===== config.mk =====
export PLATFORM = sky130hd
export DESIGN_NAME = qoa_slice_encoder
export DESIGN_NICKNAME = d
export VERILOG_FILES = /design/src/rtl/qoa_pkg.sv /design/src/rtl/qoa_quantize.sv /design/src/rtl/qoa_slice_encoder.sv
export SDC_FILE = /design/constraint.sdc
export NUM_CORES = 1
export LEC_CHECK = 0
export ABC_AREA = 1
export CAP_MARGIN = 20
export CORE_MARGIN = 2
export CORE_UTILIZATION = 30
export DETAILED_ROUTE_END_ITERATION = 12
export PLACE_DENSITY = 0.53
export SLEW_MARGIN = 20
export SYNTH_ARGS = -nofsm -noshare
export SYNTH_HDL_FRONTEND = slang
export SYNTH_SLANG_ARGS = --single-unit

===== constraint.sdc =====
create_clock -name clk -period 16.16 [get_ports clk]
set_input_delay 3.232 -clock clk [delete_from_list [all_inputs] [get_ports clk]]
set_output_delay 3.232 -clock clk [all_outputs]
set_load 0.05 [all_outputs]

===== src/rtl/qoa_pkg.sv =====
// Shared QOA definitions for the slice encoder and decoder.
// Holds the format constants, the state encoding and the codec lookup tables.
package qoa_pkg;

   localparam int SLICE_LEN = 20;
   localparam int SLICE_W   = 64;

   typedef enum logic [1:0] {
      ST_IDLE    = 2'd0,
      ST_COLLECT = 2'd1,
      ST_EMIT    = 2'd2
   } qoa_state_e;

   function automatic logic [16:0] recip_lut(input logic [3:0] sf);
      logic [16:0] r;
      case (sf)
         4'd0:    r = 17'd65536;
         4'd1:    r = 17'd9363;
         4'd2:    r = 17'd3121;
         4'd3:    r = 17'd1457;
         4'd4:    r = 17'd781;
         4'd5:    r = 17'd475;
         4'd6:    r = 17'd311;
         4'd7:    r = 17'd216;
         4'd8:    r = 17'd156;
         4'd9:    r = 17'd117;
         4'd10:   r = 17'd90;
         4'd11:   r = 17'd71;
         4'd12:   r = 17'd57;
         4'd13:   r = 17'd47;
         4'd14:   r = 17'd39;
         4'd15:   r = 17'd32;
         default: r = 17'd65536;
      endcase
      return r;
   endfunction

   // Index is the clamped quantized value plus 8 (0..16).
   function automatic logic [2:0] quant_lut(input logic [4:0] idx);
      logic [2:0] c;
      case (idx)
         5'd0, 5'd1, 5'd2:   c = 3'd7;
         5'd3, 5'd4:         c = 3'd5;
         5'd5, 5'd6:         c = 3'd3;
         5'd7:               c = 3'd1;
         5'd8, 5'd9:         c = 3'd0;
         5'd10, 5'd11:       c = 3'd2;
         5'd12, 5'd13:       c = 3'd4;
         5'd14, 5'd15, 5'd16: c = 3'd6;
         default:            c = 3'd0;
      endcase
      return c;
   endfunction

   function automatic logic [11:0] scalefactor_lut(input logic [3:0] sf);
      logic [11:0] s;
      case (sf)
         4'd0:    s = 12'd1;
         4'd1:    s = 12'd7;
         4'd2:    s = 12'd21;
         4'd3:    s = 12'd45;
         4'd4:    s = 12'd84;
         4'd5:    s = 12'd138;
         4'd6:    s = 12'd211;
         4'd7:    s = 12'd304;
         4'd8:    s = 12'd421;
         4'd9:    s = 12'd562;
         4'd10:   s = 12'd731;
         4'd11:   s = 12'd928;
         4'd12:   s = 12'd1157;
         4'd13:   s = 12'd1419;
         4'd14:   s = 12'd1715;
         4'd15:   s = 12'd2048;
         default: s = 12'd1;
      endcase
      return s;
   endfunction

endpackage


===== src/rtl/qoa_quantize.sv =====
// Combinational QOA residual quantizer, bit-exact to the reference encoder.
module qoa_quantize (
   input  logic [3:0]  sf,
   input  logic [16:0] v,
   output logic [2:0]  code
);
   import qoa_pkg::*;

   logic signed [35:0] v_ext_s;
   logic signed [35:0] r_ext_s;
   logic signed [35:0] prod_s;
   logic signed [19:0] n_s;
   logic signed [19:0] adj_s;
   logic signed [19:0] clamp_s;
   logic signed [1:0]  sgn_v_s;
   logic signed [1:0]  sgn_n_s;
   logic [4:0]         idx_s;

   // Scale by the reciprocal, round, nudge toward the residual's sign, clamp, map to code.
   always_comb begin
      v_ext_s = {{19{v[16]}}, v};
      r_ext_s = {19'd0, recip_lut(sf)};
      prod_s  = v_ext_s * r_ext_s;
      n_s     = 20'((prod_s + 36'sd32768) >>> 16);
      if (v[16]) begin
         sgn_v_s = -2'sd1;
      end else if (v != 17'd0) begin
         sgn_v_s = 2'sd1;
      end else begin
         sgn_v_s = 2'sd0;
      end
      if (n_s < 20'sd0) begin
         sgn_n_s = -2'sd1;
      end else if (n_s > 20'sd0) begin
         sgn_n_s = 2'sd1;
      end else begin
         sgn_n_s = 2'sd0;
      end
      adj_s = n_s + {{18{sgn_v_s[1]}}, sgn_v_s} - {{18{sgn_n_s[1]}}, sgn_n_s};
      if (adj_s > 20'sd8) begin
         clamp_s = 20'sd8;
      end else if (adj_s < -20'sd8) begin
         clamp_s = -20'sd8;
      end else begin
         clamp_s = adj_s;
      end
      idx_s = clamp_s[4:0] + 5'd8;
      code  = quant_lut(idx_s);
   end

endmodule


===== src/rtl/qoa_slice_encoder.sv =====
// Packs 20 quantized residuals plus a scale-factor nibble into a 64-bit QOA slice
// and streams it out MSB-first as 8 bytes over a valid/ready interface.
module qoa_slice_encoder #(
   parameter int SLICE_LEN = 20
) (
   input  logic        clk,
   input  logic        rst_n,
   input  logic        start,
   input  logic [3:0]  sf_in,
   input  logic [16:0] res_in,
   input  logic        res_valid,
   output logic        res_ready,
   output logic [7:0]  byte_out,
   output logic        byte_valid,
   input  logic        byte_ready,
   output logic        busy
);
   import qoa_pkg::*;

   qoa_state_e         state_r;
   logic [SLICE_W-1:0] slice_r;
   logic [4:0]         res_cnt_r;
   logic [2:0]         byte_cnt_r;
   logic [3:0]         sf_r;
   logic [2:0]         code_s;
   logic [5:0]         shamt_s;

   qoa_quantize u_quant (
      .sf   (sf_r),
      .v    (res_in),
      .code (code_s)
   );

   // Code k lands at bits [59-3k : 57-3k]; shift amount is 57 - 3k.
   always_comb begin
      shamt_s = 6'd57 - ({1'b0, res_cnt_r} + {res_cnt_r, 1'b0});
   end

   // Slice FSM; in EMIT the slice register shifts left so the next byte is always [55:48].
   always_ff @(posedge clk or negedge rst_n) begin
      if (!rst_n) begin
         state_r    <= ST_IDLE;
         slice_r    <= '0;
         res_cnt_r  <= 5'd0;
         byte_cnt_r <= 3'd0;
         sf_r       <= 4'd0;
         res_ready  <= 1'b0;
         byte_valid <= 1'b0;
         byte_out   <= 8'd0;
         busy       <= 1'b0;
      end else begin
         case (state_r)
            ST_IDLE: begin
               if (start) begin
                  state_r   <= ST_COLLECT;
                  sf_r      <= sf_in;
                  slice_r   <= {sf_in, 60'd0};
                  res_cnt_r <= 5'd0;
                  res_ready <= 1'b1;
                  busy      <= 1'b1;
               end
            end
            ST_COLLECT: begin
               if (res_valid && res_ready) begin
                  slice_r <= slice_r | ({61'd0, code_s} << shamt_s);
                  if (res_cnt_r == 5'(SLICE_LEN - 1)) begin
                     state_r    <= ST_EMIT;
                     res_ready  <= 1'b0;
                     byte_valid <= 1'b1;
                     byte_out   <= slice_r[63:56];
                     byte_cnt_r <= 3'd0;
                  end else begin
                     res_cnt_r <= res_cnt_r + 5'd1;
                  end
               end
            end
            ST_EMIT: begin
               if (byte_valid && byte_ready) begin
                  if (byte_cnt_r == 3'd7) begin
                     state_r    <= ST_IDLE;
                     byte_valid <= 1'b0;
                     byte_out   <= 8'd0;
                     busy       <= 1'b0;
                     slice_r    <= '0;
                  end else begin
                     byte_cnt_r <= byte_cnt_r + 3'd1;
                     byte_out   <= slice_r[55:48];
                     slice_r    <= {slice_r[55:0], 8'd0};
                  end
               end
            end
            default: begin
               state_r    <= ST_IDLE;
               res_ready  <= 1'b0;
               byte_valid <= 1'b0;
               byte_out   <= 8'd0;
               busy       <= 1'b0;
            end
         endcase
      end
   end

endmodule


After elaboration in Yosys (flattened, before gate mapping)
Memories as Yosys holds them, arrays and structs flattened.
Index checks and enable logic that the tools add are counted.
{"block": "classes", "n_mux": 41, "reduce_logical": 16, "order_cmp": 4, "shift": 1, "n_eq_ne": 11, "n_bitwise": 4, "n_addsub": 8, "mul": 1}
{"cell": "$mux 64", "count": 4}
{"cell": "$pmux 64 s3", "count": 1}
{"cell": "$or 64x64->64", "count": 1}
{"cell": "$shl 3x6->64", "count": 1}
{"cell": "$add 36x17->36 const B", "count": 1}
{"cell": "$mul 17x18->35", "count": 1}
{"cell": "$mux 8", "count": 4}
{"cell": "$mux 5", "count": 5}
{"cell": "$pmux 8 s3", "count": 1}
{"cell": "$add 20x20->20", "count": 1}
{"cell": "$gt 20x1->1 const B", "count": 1}
{"cell": "$gt 20x5->1 const B", "count": 1}
{"cell": "$lt 20x1->1 const B", "count": 1}
{"cell": "$lt 20x4->1 const B", "count": 1}
{"cell": "$reduce_and 4->1", "count": 5}
{"cell": "$sub 20x20->20", "count": 1}
{"cell": "$reduce_bool 17->1", "count": 1}
{"cell": "$reduce_and 5->1", "count": 3}
{"cell": "$mux 2", "count": 7}
{"cell": "$ne 2x2->1 const B", "count": 7}
{"cell": "$mux 3", "count": 4}
{"cell": "$pmux 5 s2", "count": 1}
{"cell": "$mux 1", "count": 9}
{"cell": "$pmux 1 s3", "count": 3}
{"cell": "other kinds (17)", "count": 21}
{"block": "totals", "out_inout_bits": 11, "ff_bits": 89, "word_cells": 97, "mem_count": 2, "mem_bits_ro": 320, "in_bits": 26}
{"memory": "(name not given)", "words": 16, "word_bits": 14, "rd": 1, "rd_clocked_by_memory_dff": 0, "write_ports": 0, "line_no": "qoa_pkg.sv:16", "source": "case (sf)"}
{"memory": "(name not given)", "words": 32, "word_bits": 3, "rd": 1, "rd_clocked_by_memory_dff": 0, "write_ports": 0, "line_no": "qoa_pkg.sv:41", "source": "case (idx)"}

Depth between registers and ports, before layout
Gate-level depths: netlist of run 1.
An unclocked memory read counts as a cell.
{"block": "depth", "ltp_word": 16, "depth_mapped": 76, "depth_no_buf": 75}

Hierarchy
From an unflattened synthesis of run 1, not the netlist that was laid out.
{"block": "hier_totals", "cells_unflattened": 2356, "area_unflattened_um2": 16699.8}
{"mod": "qoa_quantize", "area_per_inst_um2": 11229.5, "cells_each": 1583, "n_inst": 1, "seq_area_each_um2": 0.0}
{"mod": "qoa_slice_encoder", "area_per_inst_um2": 5470.2, "cells_each": 773, "n_inst": 1, "seq_area_each_um2": 2227.1}

Worst setup path before layout of run 1
No wires, ideal clock.
{"block": "synth_path", "path_type": "input -> register", "startpoint": "input res_in[16]", "endpoint": "register slice_r[37]", "n_path_buf": 1, "required_time_ns": 16.043, "path_stages": 57, "arrival_ns": 13.028, "path_slack_ns": 3.015, "setup_ns": 0.117, "path_cell_list": "clkbuf_1 inv_2 nor2_1 fa_1 fa_1 fa_1 fa_1 fa_1 inv_1 fa_1 inv_1 ha_1 a21oi_1 o21a_1 nand2_1 xor2_1 inv_1 nor3_2 [21 not listed] nand2_1 nand3_1 nand3_1 nand3_1 inv_1 ha_1 inv_1 nand4_1 nand3_1 nand2_2 nand3_2 nand2_1 nand3_1 nand2_4 nand4_1 nand2_1 nand2_1 nand2_1"}
{"block": "synth_between", "elab_chain_cells": 15, "word_cells_on_any_way": 21, "classes_between": "add/sub (4); mul (1); order compare (4); shift (1); mux (8); bitwise (1); reduce/logical (1); memory (1)"}
{"item": "from (decl)", "line_no": "qoa_slice_encoder.sv:10", "source": "input logic [16:0] res_in,"}
{"item": "$mul 17x18->35", "line_no": "qoa_quantize.sv:23", "source": "prod_s = v_ext_s * r_ext_s;"}
{"item": "$add 36x17->36", "line_no": "qoa_quantize.sv:24", "source": "n_s = 20'((prod_s + 36'sd32768) >>> 16);"}
{"item": "$gt 20x1->1", "line_no": "qoa_quantize.sv:34", "source": "end else if (n_s > 20'sd0) begin"}
{"item": "$mux 1", "line_no": "qoa_quantize.sv:34"}
{"item": "$mux 2", "line_no": "qoa_quantize.sv:32", "source": "if (n_s < 20'sd0) begin"}
{"item": "$sub 20x20->20 (*)", "line_no": "qoa_quantize.sv:39", "source": "adj_s = n_s + {{18{sgn_v_s[1]}}, sgn_v_s} - {{18{sgn_n_s[1]}}, sgn_n_s};"}
{"item": "$lt 20x4->1", "line_no": "qoa_quantize.sv:42", "source": "end else if (adj_s < -20'sd8) begin"}
{"item": "$mux 5", "line_no": "qoa_quantize.sv:42"}
{"item": "$mux 5 (*)", "line_no": "qoa_quantize.sv:40", "source": "if (adj_s > 20'sd8) begin"}
{"item": "$add 5x4->5 (*)", "line_no": "qoa_quantize.sv:47", "source": "idx_s = clamp_s[4:0] + 5'd8;"}
{"item": "$mem_v2 32x3 (*)"}
{"item": "$shl 3x6->64 (*)", "line_no": "qoa_slice_encoder.sv:65", "source": "slice_r <= slice_r | ({61'd0, code_s} << shamt_s);"}
{"item": "$or 64x64->64 (*)", "line_no": "qoa_slice_encoder.sv:65"}
{"item": "$mux 64 (*)", "line_no": "qoa_slice_encoder.sv:64", "source": "if (res_valid && res_ready) begin"}
{"item": "$pmux 64 s3 (*)", "line_no": "qoa_slice_encoder.sv:52", "source": "case (state_r)"}
{"item": "to (signal assigned)", "line_no": "qoa_slice_encoder.sv:57", "source": "slice_r <= {sf_in, 60'd0};"}
{"item": "to (signal assigned)", "line_no": "qoa_slice_encoder.sv:65"}
{"item": "to (signal assigned)", "line_no": "qoa_slice_encoder.sv:88", "source": "slice_r <= {slice_r[55:0], 8'd0};"}
{"item": "to (decl)", "line_no": "qoa_slice_encoder.sv:21", "source": "logic [SLICE_W-1:0] slice_r;"}
Every way passes the cells marked *; elsewhere a longest branch is shown, timed or not. The select of a mux whose other input is x is not followed.
A chain may end at the register's enable or synchronous reset.

Worst setup path in the final report of run 1
{"block": "layout_path", "startpoint": "input res_in[6]", "endpoint": "register slice_r[24]"}
The elaborated chain is that of the path after synthesis.

==> run summary, run 1 <==
The pre-antenna-repair detailed-routing pass consisted of 5 iterations. The number of antenna violations at the first check in global routing is 0. The tools report the number of placed I/O pins as 37. After the last flow step, the layout net total stands at 2,846. Core outline area: 56,500 um^2.

The post-synthesis cell type with the largest combined area was fa_1. After synthesis, the share of cell area in mux cells is 0.0655%. Final count of hold timing violations: 0.

For the worst clock skew on the final layout, the log shows 10.4 ps. Largest family of logic cells by synthesized area: adder cells. The area growth from synthesis to layout was 8.50%. In the synthesized netlist the dominant register cell turns out to be dfrtp_1. The run gives 15,330 ps as the arrival time reported for the critical path endpoint. The total of endpoints with negative setup slack in the final report is 0.

In this run the biggest area consumer among cell types represents 22.8% of the synthesized area. The tools report the count of cells resized by post-cts repair as 0. The synthesized-area fraction occupied by and/or/nand/nor cells came out at 27.2%. The most frequent cell after synthesis was inv_1. The transition time at the pin with the least slew margin is 978 ps, and the post-synthesis share of cell area spent on xor and xnor gates is 2.38%. For the mapped cell area, the log shows 17,200 um^2.

After clock tree synthesis, the clock-pin slew on the worst setup and hold paths is 60 ps. For the maximum number of buffers from clock root to sink, the log shows 2. Startpoint-to-endpoint class of the critical path: in2reg. The count of input and output buffers works out to 36. For this run, the top clock speed supported by timing is 0.0662 GHz. Synthesis produced a netlist whose cell count is 2,438.

The headroom to the max-slew limit was 34.8%; the total CTS buffers was 9. Using the TritonRoute via totals, the vias-per-cell ratio works out to 4.72. Once the clock tree was built, the setup fixing pass inserted 0 buffers. The die covers 59,200 um^2. Synthesis inferred 89 register bits. For this configuration, the core starts out at a cell density of 30.4%. The number of max-cap violations was 0. The number of antenna diodes in the final layout is 0.

For the final sum of negative setup slack, the log shows 0 ps. For the half-perimeter wire length of the detailed placement result, the log shows 40,700 um. The number of DRC markers in iteration 0 came out at 987.

The stage delay of the slowest cell on the critical path came out at 560 ps. During synthesis, Yosys emitted a total of 0 warnings. Summed over all nets, wire length on met2 after detailed routing comes to 22,600 um. Register area share after synthesis: 13.0%. At the end of routability-driven placement, the weighted congestion stood at 0.943.

A synthesized cell averages 7.05 um^2. In the synthesized netlist the async set-or-reset flop fraction comes to 100%. Counting the fill cells in the layout gives 6,079.

After global routing the overflow that remains totals 0. First-pass GRT wire length: 83,100 um. The number of distinct standard cells referenced by the synthesized netlist is 50.

For this run, the total global-route usage over all layers was measured as 17.3%. The detailed route wirelength on metal3 came out at 2290 um. The minimum clock period was 15,100 ps. The worst setup path is launched from a primary input. Entering global routing, the biggest net connects 55 pins. The tree built by TritonCTS fans out to 89 sinks. STA classifies the critical path endpoint as a register. The path type of the worst min-delay path is reg2reg. Once detail routing completed, the nets flagged for antenna violations numbered 0. Sorting the synthesized cells by how often they occur yields inv_1, nand2_1, nor2_1. The final critical path takes up 93.4% of the cycle.

The floorplan step set the die height to 243 um. For this design, the slowest cell found on the critical path is fa_1. When the netlist entered floorplanning its net count stood at 2,846. After detailed routing, the wire length on met1 is 24,000 um. The overall via count from detail_route is 15,104, and the highest fanout seen on the critical path is 12. The synthesized netlist devotes 36.4% of its cell area to adder and majority cells. The run gives 87 as the cell row count. TritonCTS built the clock tree.

The tools report the latest clock arrival within the worst-skew pair as 350 ps. The H-tree level count was 3. Wires add up to 50,000 um. Number of hold buffers added after cts: 0.

Setup repair after global routing left no endpoint under its margin. The most prevalent standard cell on the critical path was nand2_1. The uppermost metal layer occupied by signal nets was met4. The synthesized design contains 0 enable-type register cells. The floorplan step set the die width to 243 um.

The synthesized netlist devotes 6.68% of its cell area to compound gates. In this run the clock root is driven by a clkbuf_16. The logs give 16,390 ps for the data required time of the critical path and 15,455 for the number of global-route vias before repair.

In the final layout, the share of cells above drive strength 1 is 5.40%. For this run, design rule violations remaining after detail routing come to 0. For the count of final max-slew check failures, the log shows 0. After synthesis, the cell types taking the most area are fa_1, ha_1, dfrtp_1.

Hold timing on the final database bottoms out at a slack of 478 ps. The wire length per cell after detailed routing came out at 15.6 um. In this run the register-to-register setup slack is 2520 ps. The flow ran to the end, and the final reports show no timing, DRC or antenna violations.
-- registers in the layout (all words and copies together), names as in the netlist --
signal	cells
byte_cnt_r	3
slice_r	64
byte_out	8
state_r	2
busy	1
byte_valid	1
res_cnt_r	5
res_ready	1
sf_r	4
-- metal layers --
metal / track usage, % / up-vias
met2: 27.9 / 342
li1: - / 7424
met5: 0 / -
met4: 4.01 / 0
met1: 24.7 / 7287
met3: 2.21 / 51
-- kinds of logic (layout without fill, tap and decap cells) --
logic type | count (synthesis) | in the layout
flops | 89 | 89
buf+inv | 647 | 652
mux | 1 | 1
simple gates | 1068 | 1068
xor+xnor | 45 | 45
fa+ha+maj | 382 | 382
compound gates | 206 | 206
-- per-stage QoR --
step,worst slack [ps],cell area (um^2),std cells,utilization (%)
2_1_floorplan,3020,17200,2438,-
3_3_place_gp,706,18400,3183,32.5
3_5_place_dp,741,18400,3183,32.5
4_1_cts,1020,18600,3199,33.0
5_1_grt,148,18600,3199,33.0
6_report,1060,18600,3199,33.0
-- cells in the final DEF, fill, tap and decap left out, drive strengths merged, types with 4 or more instances in the layout --
master	instances
nand3	139
a211oi	4
buf	15
clkinv	11
o21bai	8
a21o	4
o22ai	22
o31ai	6
nor4	9
a21oi	82
dfrtp	89
nand3b	7
xor2	32
clkdlybuf4s50	35
fa	196
nor3	23
ha	186
nand2	560
clkbuf	10
nand4	48
nor2	274
o21ai	71
xnor2	13
inv	579
-- worst max-delay path, delay by kind of cell --
family / cells / cell delay (ps)
simple gates: 36 / 4880
xor+xnor: 3 / 840
buf+inv: 8 / 1300
fa+ha+maj: 12 / 5040
-- path summary, 6_finish.rpt --
path | from | cells past startpoint | end
max in group asynchronous | rst_n | 2 | slice_r[6]
max reg2reg | sf_r[0] | 62 | slice_r[24]
min | byte_out[4] | 2 | byte_out[4]
min reg2reg | byte_out[4] | 2 | byte_out[4]
min in group asynchronous | rst_n | 1 | byte_cnt_r[1]
max | res_in[6] | 59 | slice_r[24]
-- final cells by class --
class                           instances  area (um^2)  area share, %
Clock buffer                           10          239           1.28
Clock inverter                          6         42.5          0.228
Inverter                              586         2200           11.8
Multi-Input combinational cell       1702        12500           67.2
Sequential cell                        89         2230           11.9
Tap cell                              756          946           5.07
Timing Repair Buffer                   50          463           2.48
Power of run 1 is left out: the tool's default activity adds up to more than one toggle a clock period on the data nets, which glitch-free logic cannot reach.
==> inputs of run 2 (changes only) <==
Settings changed: CTS_CLUSTER_SIZE set to 28.
==> results of run 2 <==
Same layout as run 1: the final DEF is identical, and so are final timing and power.
Power of run 2 is left out for the same reason.
